### config.mk
export PLATFORM = sky130hd
export DESIGN_NAME = activation_line_buffer_controller
export DESIGN_NICKNAME = d
export VERILOG_FILES = /design/src/rtl/activation_line_buffer_controller.sv
export SDC_FILE = /design/constraint.sdc
export NUM_CORES = 1
export LEC_CHECK = 0
export CAP_MARGIN = 5
export CORE_UTILIZATION = 49
export DETAILED_ROUTE_END_ITERATION = 10
export GPL_TIMING_DRIVEN = 0
export PLACE_DENSITY = 0.85
export SYNTH_ARGS = -nofsm -noshare
export SYNTH_HDL_FRONTEND = slang
export SYNTH_SLANG_ARGS = --single-unit
### constraint.sdc
create_clock -name clk -period 5.1 [get_ports clk]
set_input_delay 0.765 -clock clk [delete_from_list [all_inputs] [get_ports clk]]
set_output_delay 0.765 -clock clk [all_outputs]
set_load 0.005 [all_outputs]
### src/rtl/activation_line_buffer_controller.sv
// Activation line buffer sequencer: packs input beats across banks of a row,
// and manages the rows as a circular FIFO toward the compute stream reader.
module activation_line_buffer_controller #(
    parameter int ACTIVATION_BANK_BIT_WIDTH    = 64,
    parameter int ACTIVATION_LINE_BUFFER_DEPTH = 4,
    parameter int ACTIVATION_BUFFER_BANK_COUNT = 4,
    localparam int AW = $clog2(ACTIVATION_LINE_BUFFER_DEPTH)
) (
    input  logic                                    clk,
    input  logic                                    resetn,
    input  logic                                    i_clear,
    input  logic [ACTIVATION_BANK_BIT_WIDTH-1:0]    i_data,
    input  logic                                    i_data_valid,
    output logic                                    o_data_ready,
    output logic [ACTIVATION_BANK_BIT_WIDTH-1:0]    o_activation_buffer_data_in,
    output logic                                    o_activation_buffer_write_port_en,
    output logic [ACTIVATION_BUFFER_BANK_COUNT-1:0] o_activation_buffer_write_enable,
    output logic [AW-1:0]                           o_activation_buffer_address_in_bus,
    output logic [AW-1:0]                           o_activation_buffer_address_in_compute,
    input  logic                                    i_row_read_req,
    output logic                                    o_row_read_ack,
    output logic                                    o_row_data_valid,
    output logic [AW:0]                             o_rows_available,
    output logic                                    o_full,
    output logic                                    o_empty
);

    localparam int BC = ACTIVATION_BUFFER_BANK_COUNT;
    localparam int BW = $clog2(BC);

    localparam logic [AW:0]    DEPTH_PTR     = (AW+1)'(ACTIVATION_LINE_BUFFER_DEPTH);
    localparam logic [AW:0]    PTR_ONE       = (AW+1)'(1);
    localparam logic [BW-1:0]  BANK_ONE      = BW'(1);
    localparam logic [BW-1:0]  LAST_BANK     = BW'(BC - 1);
    localparam logic [BC-1:0]  BANK0_ONEHOT  = BC'(1);

    logic [BW-1:0] bank_idx;
    logic [AW:0]   wr_ptr;
    logic [AW:0]   commit_ptr;
    logic [AW:0]   rd_ptr;

    logic                                 wr_port_en_q;
    logic [BC-1:0]                        wr_en_q;
    logic [ACTIVATION_BANK_BIT_WIDTH-1:0] wr_data_q;
    logic [AW-1:0]                        wr_addr_q;
    logic                                 row_valid_q;

    logic accept;
    logic ack;

    // The extra pointer MSB separates a completely full buffer from an empty one.
    assign o_data_ready = (wr_ptr - rd_ptr) != DEPTH_PTR;
    assign accept       = i_data_valid && o_data_ready && !i_clear;
    assign ack          = i_row_read_req && (commit_ptr != rd_ptr) && !i_clear;

    assign o_row_read_ack                         = ack;
    assign o_activation_buffer_address_in_compute = rd_ptr[AW-1:0];
    assign o_rows_available                       = commit_ptr - rd_ptr;
    assign o_empty                                = commit_ptr == rd_ptr;
    assign o_full                                 = !o_data_ready;

    always_ff @(posedge clk or negedge resetn) begin
        if (!resetn) begin
            bank_idx   <= '0;
            wr_ptr     <= '0;
            commit_ptr <= '0;
            rd_ptr     <= '0;
        end else if (i_clear) begin
            bank_idx   <= '0;
            wr_ptr     <= '0;
            commit_ptr <= '0;
            rd_ptr     <= '0;
        end else begin
            // Lagging wr_ptr by one cycle publishes a row only after its last bank write issues.
            commit_ptr <= wr_ptr;
            if (accept) begin
                if (bank_idx == LAST_BANK) begin
                    bank_idx <= '0;
                    wr_ptr   <= wr_ptr + PTR_ONE;
                end else begin
                    bank_idx <= bank_idx + BANK_ONE;
                end
            end
            if (ack) begin
                rd_ptr <= rd_ptr + PTR_ONE;
            end
        end
    end

    always_ff @(posedge clk or negedge resetn) begin
        if (!resetn) begin
            wr_port_en_q <= 1'b0;
            wr_en_q      <= '0;
            wr_data_q    <= '0;
            wr_addr_q    <= '0;
            row_valid_q  <= 1'b0;
        end else if (i_clear) begin
            wr_port_en_q <= 1'b0;
            wr_en_q      <= '0;
            wr_data_q    <= '0;
            wr_addr_q    <= '0;
            row_valid_q  <= 1'b0;
        end else begin
            wr_port_en_q <= accept;
            row_valid_q  <= ack;
            if (accept) begin
                wr_en_q   <= BANK0_ONEHOT << bank_idx;
                wr_data_q <= i_data;
                wr_addr_q <= wr_ptr[AW-1:0];
            end else begin
                wr_en_q <= '0;
            end
        end
    end

    // A write registered just before a clear must not reach the BRAM.
    assign o_activation_buffer_write_port_en  = wr_port_en_q && !i_clear;
    assign o_activation_buffer_write_enable   = wr_en_q & {BC{!i_clear}};
    assign o_activation_buffer_data_in        = wr_data_q;
    assign o_activation_buffer_address_in_bus = wr_addr_q;
    assign o_row_data_valid                   = row_valid_q;

endmodule

Word-level counts from Yosys, hierarchy flattened
Cells that the tools add are included.
{"block": "classes", "n_addsub": 5, "n_eq_ne": 4, "n_shift": 1, "mux": 17, "bitwise_logic": 1, "n_reduce_logical": 11}
{"op": "two-way mux 64 bit", "count": 2}
{"op": "two-way mux 3 bit", "count": 6}
{"op": "two-way mux 2 bit", "count": 5}
{"op": "two-way mux 4 bit", "count": 2}
{"op": "adder 3 x 1 -> 3 bit, second input constant", "count": 2}
{"op": "nonzero test 2 bit", "count": 3}
{"op": "subtractor 3 bit", "count": 2}
{"op": "logical AND 1 bit", "count": 5}
{"op": "AND 4 bit", "count": 1}
{"op": "<< shifter 1 x 2 -> 4 bit, first input constant", "count": 1}
{"op": "equality test 3 bit", "count": 1}
{"op": "inequality test 3 bit", "count": 1}
{"op": "inequality test 3 bit, second input constant", "count": 1}
{"op": "adder 2 x 1 -> 2 bit, second input constant", "count": 1}
{"op": "equality test 2 bit, second input constant", "count": 1}
{"op": "zero test 1 bit", "count": 2}
{"op": "two-way mux 1 bit", "count": 2}
{"op": "AND reduction 2 bit", "count": 1}
{"block": "word_totals", "reg_bits": 83, "elab_cells": 48}

Logic depth before layout (Yosys ltp)
{"block": "logic_depth", "depth_word": 6, "depth_mapped": 8}

Least setup slack after synthesis
OpenSTA, ideal clock, no wires.
{"block": "synth_timing", "path_kind": "in2out", "from": "input i_clear", "to": "output o_row_read_ack", "arrival_time_ns": 1.625, "t_required_ns": 4.335, "path_slack_ns": 2.710, "stages": 4, "path_buffers": 3, "cell_sequence": "clkbuf_1 clkbuf_1 clkbuf_1 nor2_1"}
{"block": "synth_between", "elab_chain_cells": 2}
{"item": "from (decl)", "line": "11", "rtl": "input logic i_clear,"}
{"item": "zero test 1 bit", "line": "54", "rtl": "assign ack = i_row_read_req && (commit_ptr != rd_ptr) && !i_clear;"}
{"item": "logical AND 1 bit", "line": "54"}
{"item": "to (decl)", "line": "21", "rtl": "output logic o_row_read_ack,"}
No other way between the ends.

Worst setup path in the final report
{"block": "layout_timing", "from": "register rd_ptr[1]", "to": "output o_data_ready"}
{"block": "layout_between", "elab_chain_cells": 2}
{"item": "from (decl)", "line": "40", "rtl": "logic [AW:0] rd_ptr;"}
{"item": "from (signal assigned)", "line": "85", "rtl": "rd_ptr <= rd_ptr + PTR_ONE;"}
{"item": "subtractor 3 bit", "line": "52", "rtl": "assign o_data_ready = (wr_ptr - rd_ptr) != DEPTH_PTR;"}
{"item": "inequality test 3 bit", "line": "52"}
{"item": "to (decl)", "line": "14", "rtl": "output logic o_data_ready,"}
No other way between the ends.

==> run metrics <==
status finished clean; synth unique cells 30; net switching fraction of the power 0.237; Main synth FF type dfrtp_1; placed cell area 0.00581 mm^2; CP max FO 10; H-Tree Depth 3; Hold Fails Final Rpt 0; MaxCap Viol Count 0; Worst path most repeated cell inv_1; YS warnings 0; vias in the first global route 3870; Setup crit start kind flip-flop; Num CTS Buffers 9; Initial Util 0.508; vias post-DR 4013; largest net degree at the start of global routing 43; relative slew slack 0.609; post-route cell area 0.00605 mm^2; crit path buf inv count 4; commonest non-fill, non-tap cell in the layout clkdlybuf4s50_1; total chip power 1.53 mW; final setup TNS 0 ns; crit path kind reg -> out; Post-CTS Setup Bufs 0; count of final setup violators 0; first-pass iteration count of the detailed router 4; Clk pwr share 0.374; layout cells sized above 1 0.0806; CTS Sinks 83; area of the core 0.00826 mm^2; net switching power 0.363 mW; number of synthesized flops with an enable pin 0; commonest non-fill, non-tap cells in the layout clkdlybuf4s50_1, dfrtp_1, a21oi_1, o211ai_1, o31ai_1; drt total wl 12000 um; PostCTS Resize Cnt 0; dpl hpwl 8470 um; critical path endpoint category primary output; Leak Pwr 2.59 nW; clk_lat worst skew 0.34 ns; WP data arrival 2.66 ns; num rows 33; number of nets in the layout 646; f_max 292 MHz; synth-to-layout area growth 44.4%; Final Max Slew Viols 0; Final min period 3.43 ns; wire per inst 17.7 um; width of the chip 94.5 um; initial antenna violation count 0; Post-route DRC 0; I/O Pins 150; Post-CTS Hold Fix Bufs 0; Logic pwr share 0.162; Seq/Total Area, Yosys 0.495; clk buf depth 2; Mean Syn Cell Area 10.3 um^2; async set or reset register ratio after synthesis 1.00; ant diodes 0; GRT Residual Overflow 0; pwr/cell area 253 mW/mm^2; Routed Antenna Nets 0; Root Buffer clkbuf_8; Mapped Area 0.00419 mm^2; TritonCTS clock tree yes; Die Ht 94.5 um; die area 0.00893 mm^2; first-pass GRT wire length 19000 um; P_int 1.17 mW; # fillers 645; worst min path class in -> async; fin crit share 0.672; GP Congestion 0.812; Final Skew 0.0145 ns; Slowest Stage Delay on Critical Path 0.49 ns; Mapped Nets 487; Worst-path clk slew 0.09 ns; critical-path cell list inv_1 -> ha_1 -> nor2b_1 -> xor2_2 -> buf_2 -> nor2_1 -> inv_1 -> clkdlybuf4s50_1; Synth Instances 407; IO Port Bufs 147; #FFs+latches synth 83; CP delay by family, top buffers and inverters; maximum vdd drop 0.155 mV; Flop pwr share 0.464; Worst-Margin Slew 0.586 ns; Tot GR Track Use 0.275; DR iter-0 viols 238; CP max-delay cell clkdlybuf4s50_1; drt via density 5.94; unrepaired setup endpoints after global routing false; CP required 4.34 ns
area by class of cell:
| cell class | count | area, um^2 | share of cell area |
|---|---|---|---|
| Clock buffer | 11 | 141 | 0.0234 |
| Sequential cell | 83 | 2080 | 0.343 |
| Buffer | 55 | 265 | 0.0438 |
| Tap cell | 105 | 131 | 0.0217 |
| Multi-Input combinational cell | 259 | 1810 | 0.299 |
| Timing Repair Buffer | 148 | 1490 | 0.246 |
| Clock inverter | 5 | 100 | 0.0165 |
| Inverter | 10 | 37.5 | 0.00620 |
layer usage:
| metal | up-vias | global-route usage | share of wire |
|---|---|---|---|
| li1 | 1856 | - | - |
| met1 | 1964 | 0.367 | 0.43 |
| met2 | 173 | 0.455 | 0.48 |
| met3 | 20 | 0.0467 | 0.068 |
| met4 | 0 | 0.0947 | 0.020 |
| met5 | - | 0 | 0 |
sequential cells by signal, indices dropped and copies added (netlist names):
name / flops
wr_ptr: 3
rd_ptr: 3
o_activation_buffer_address_in_bus: 2
o_activation_buffer_data_in: 64
wr_en_q: 4
commit_ptr: 3
wr_port_en_q: 1
bank_idx: 2
o_row_data_valid: 1
worst reg2reg max path: cells and delay by family (launching register included):
family                   cells  cell delay (ns)
flip-flops                   1             0.41
AND/OR/NAND/NOR              2             0.64
buffers and inverters        3             0.67
adder cells (fa/ha/maj)      1             0.22
AO/OA/AOI/OAI                2             0.30
cell usage after synthesis, types with 4 or more instances:
master	count	share of area
a21oi_1	67	0.080
buf_2	14	0.017
buf_6	4	0.011
clkbuf_1	31	0.028
dfrtp_1	83	0.50
ha_1	10	0.030
inv_1	10	0.0090
mux2_2	4	0.011
nor2_1	11	0.0098
nor2b_1	8	0.012
nor3b_1	4	0.0072
o211ai_1	66	0.12
o31ai_1	65	0.12
power groups by stage:
| stage | registers, mW | logic (mW) | clock network (mW) |
|---|---|---|---|
| CTS | 0.710 | 0.249 | 0.578 |
| global route | 0.714 | 0.270 | 0.607 |
| global placement | 0.722 | 0.239 | 0 |
| floorplan | 0.723 | 0.0886 | 0 |
| detailed placement | 0.722 | 0.248 | 0 |
| finish | 0.710 | 0.247 | 0.573 |
through the flow:
step                      setup WS, ns   util  hold slack [ns]  std cells
final                             1.67  0.733            0.391        676
after global routing              1.50  0.733            0.425        676
after CTS                         1.69  0.733            0.412        676
after detailed placement          1.81  0.704            0.528        660
after global placement           0.325  0.702            0.523        659
after floorplan                   2.71      -            0.469        407
worst paths after layout:
kind / depth (start not counted) / from / slack, ns / end
setup reg to reg: 8 / rd_ptr[1] / 2.78 / o_activation_buffer_data_in[45]
max in group asynchronous: 2 / resetn / 4.08 / o_activation_buffer_data_in[55]
min in group clk: 2 / o_activation_buffer_data_in[53] / 0.54 / o_activation_buffer_data_in[53]
hold / removal: 1 / resetn / 0.39 / o_activation_buffer_data_in[23]
setup / recovery: 8 / rd_ptr[1] / 1.67 / o_data_ready
hold reg to reg: 2 / o_activation_buffer_data_in[53] / 0.54 / o_activation_buffer_data_in[53]
kinds of logic (layout without fill, tap and decap cells):
family                     after synthesis  in the layout  share of synthesized area
muxes                                    7              7                     0.0179
xor gates and xnor gates                 7              7                     0.0182
DFF                                     83             83                      0.495
and+or+nand+nor                         34             34                     0.0439
AOI/OAI and AO/OA                      200            200                      0.318
adders and majority gates               11             11                     0.0346
buffers and inverters                   65            229                     0.0722
(Power assumes the default switching activity.)
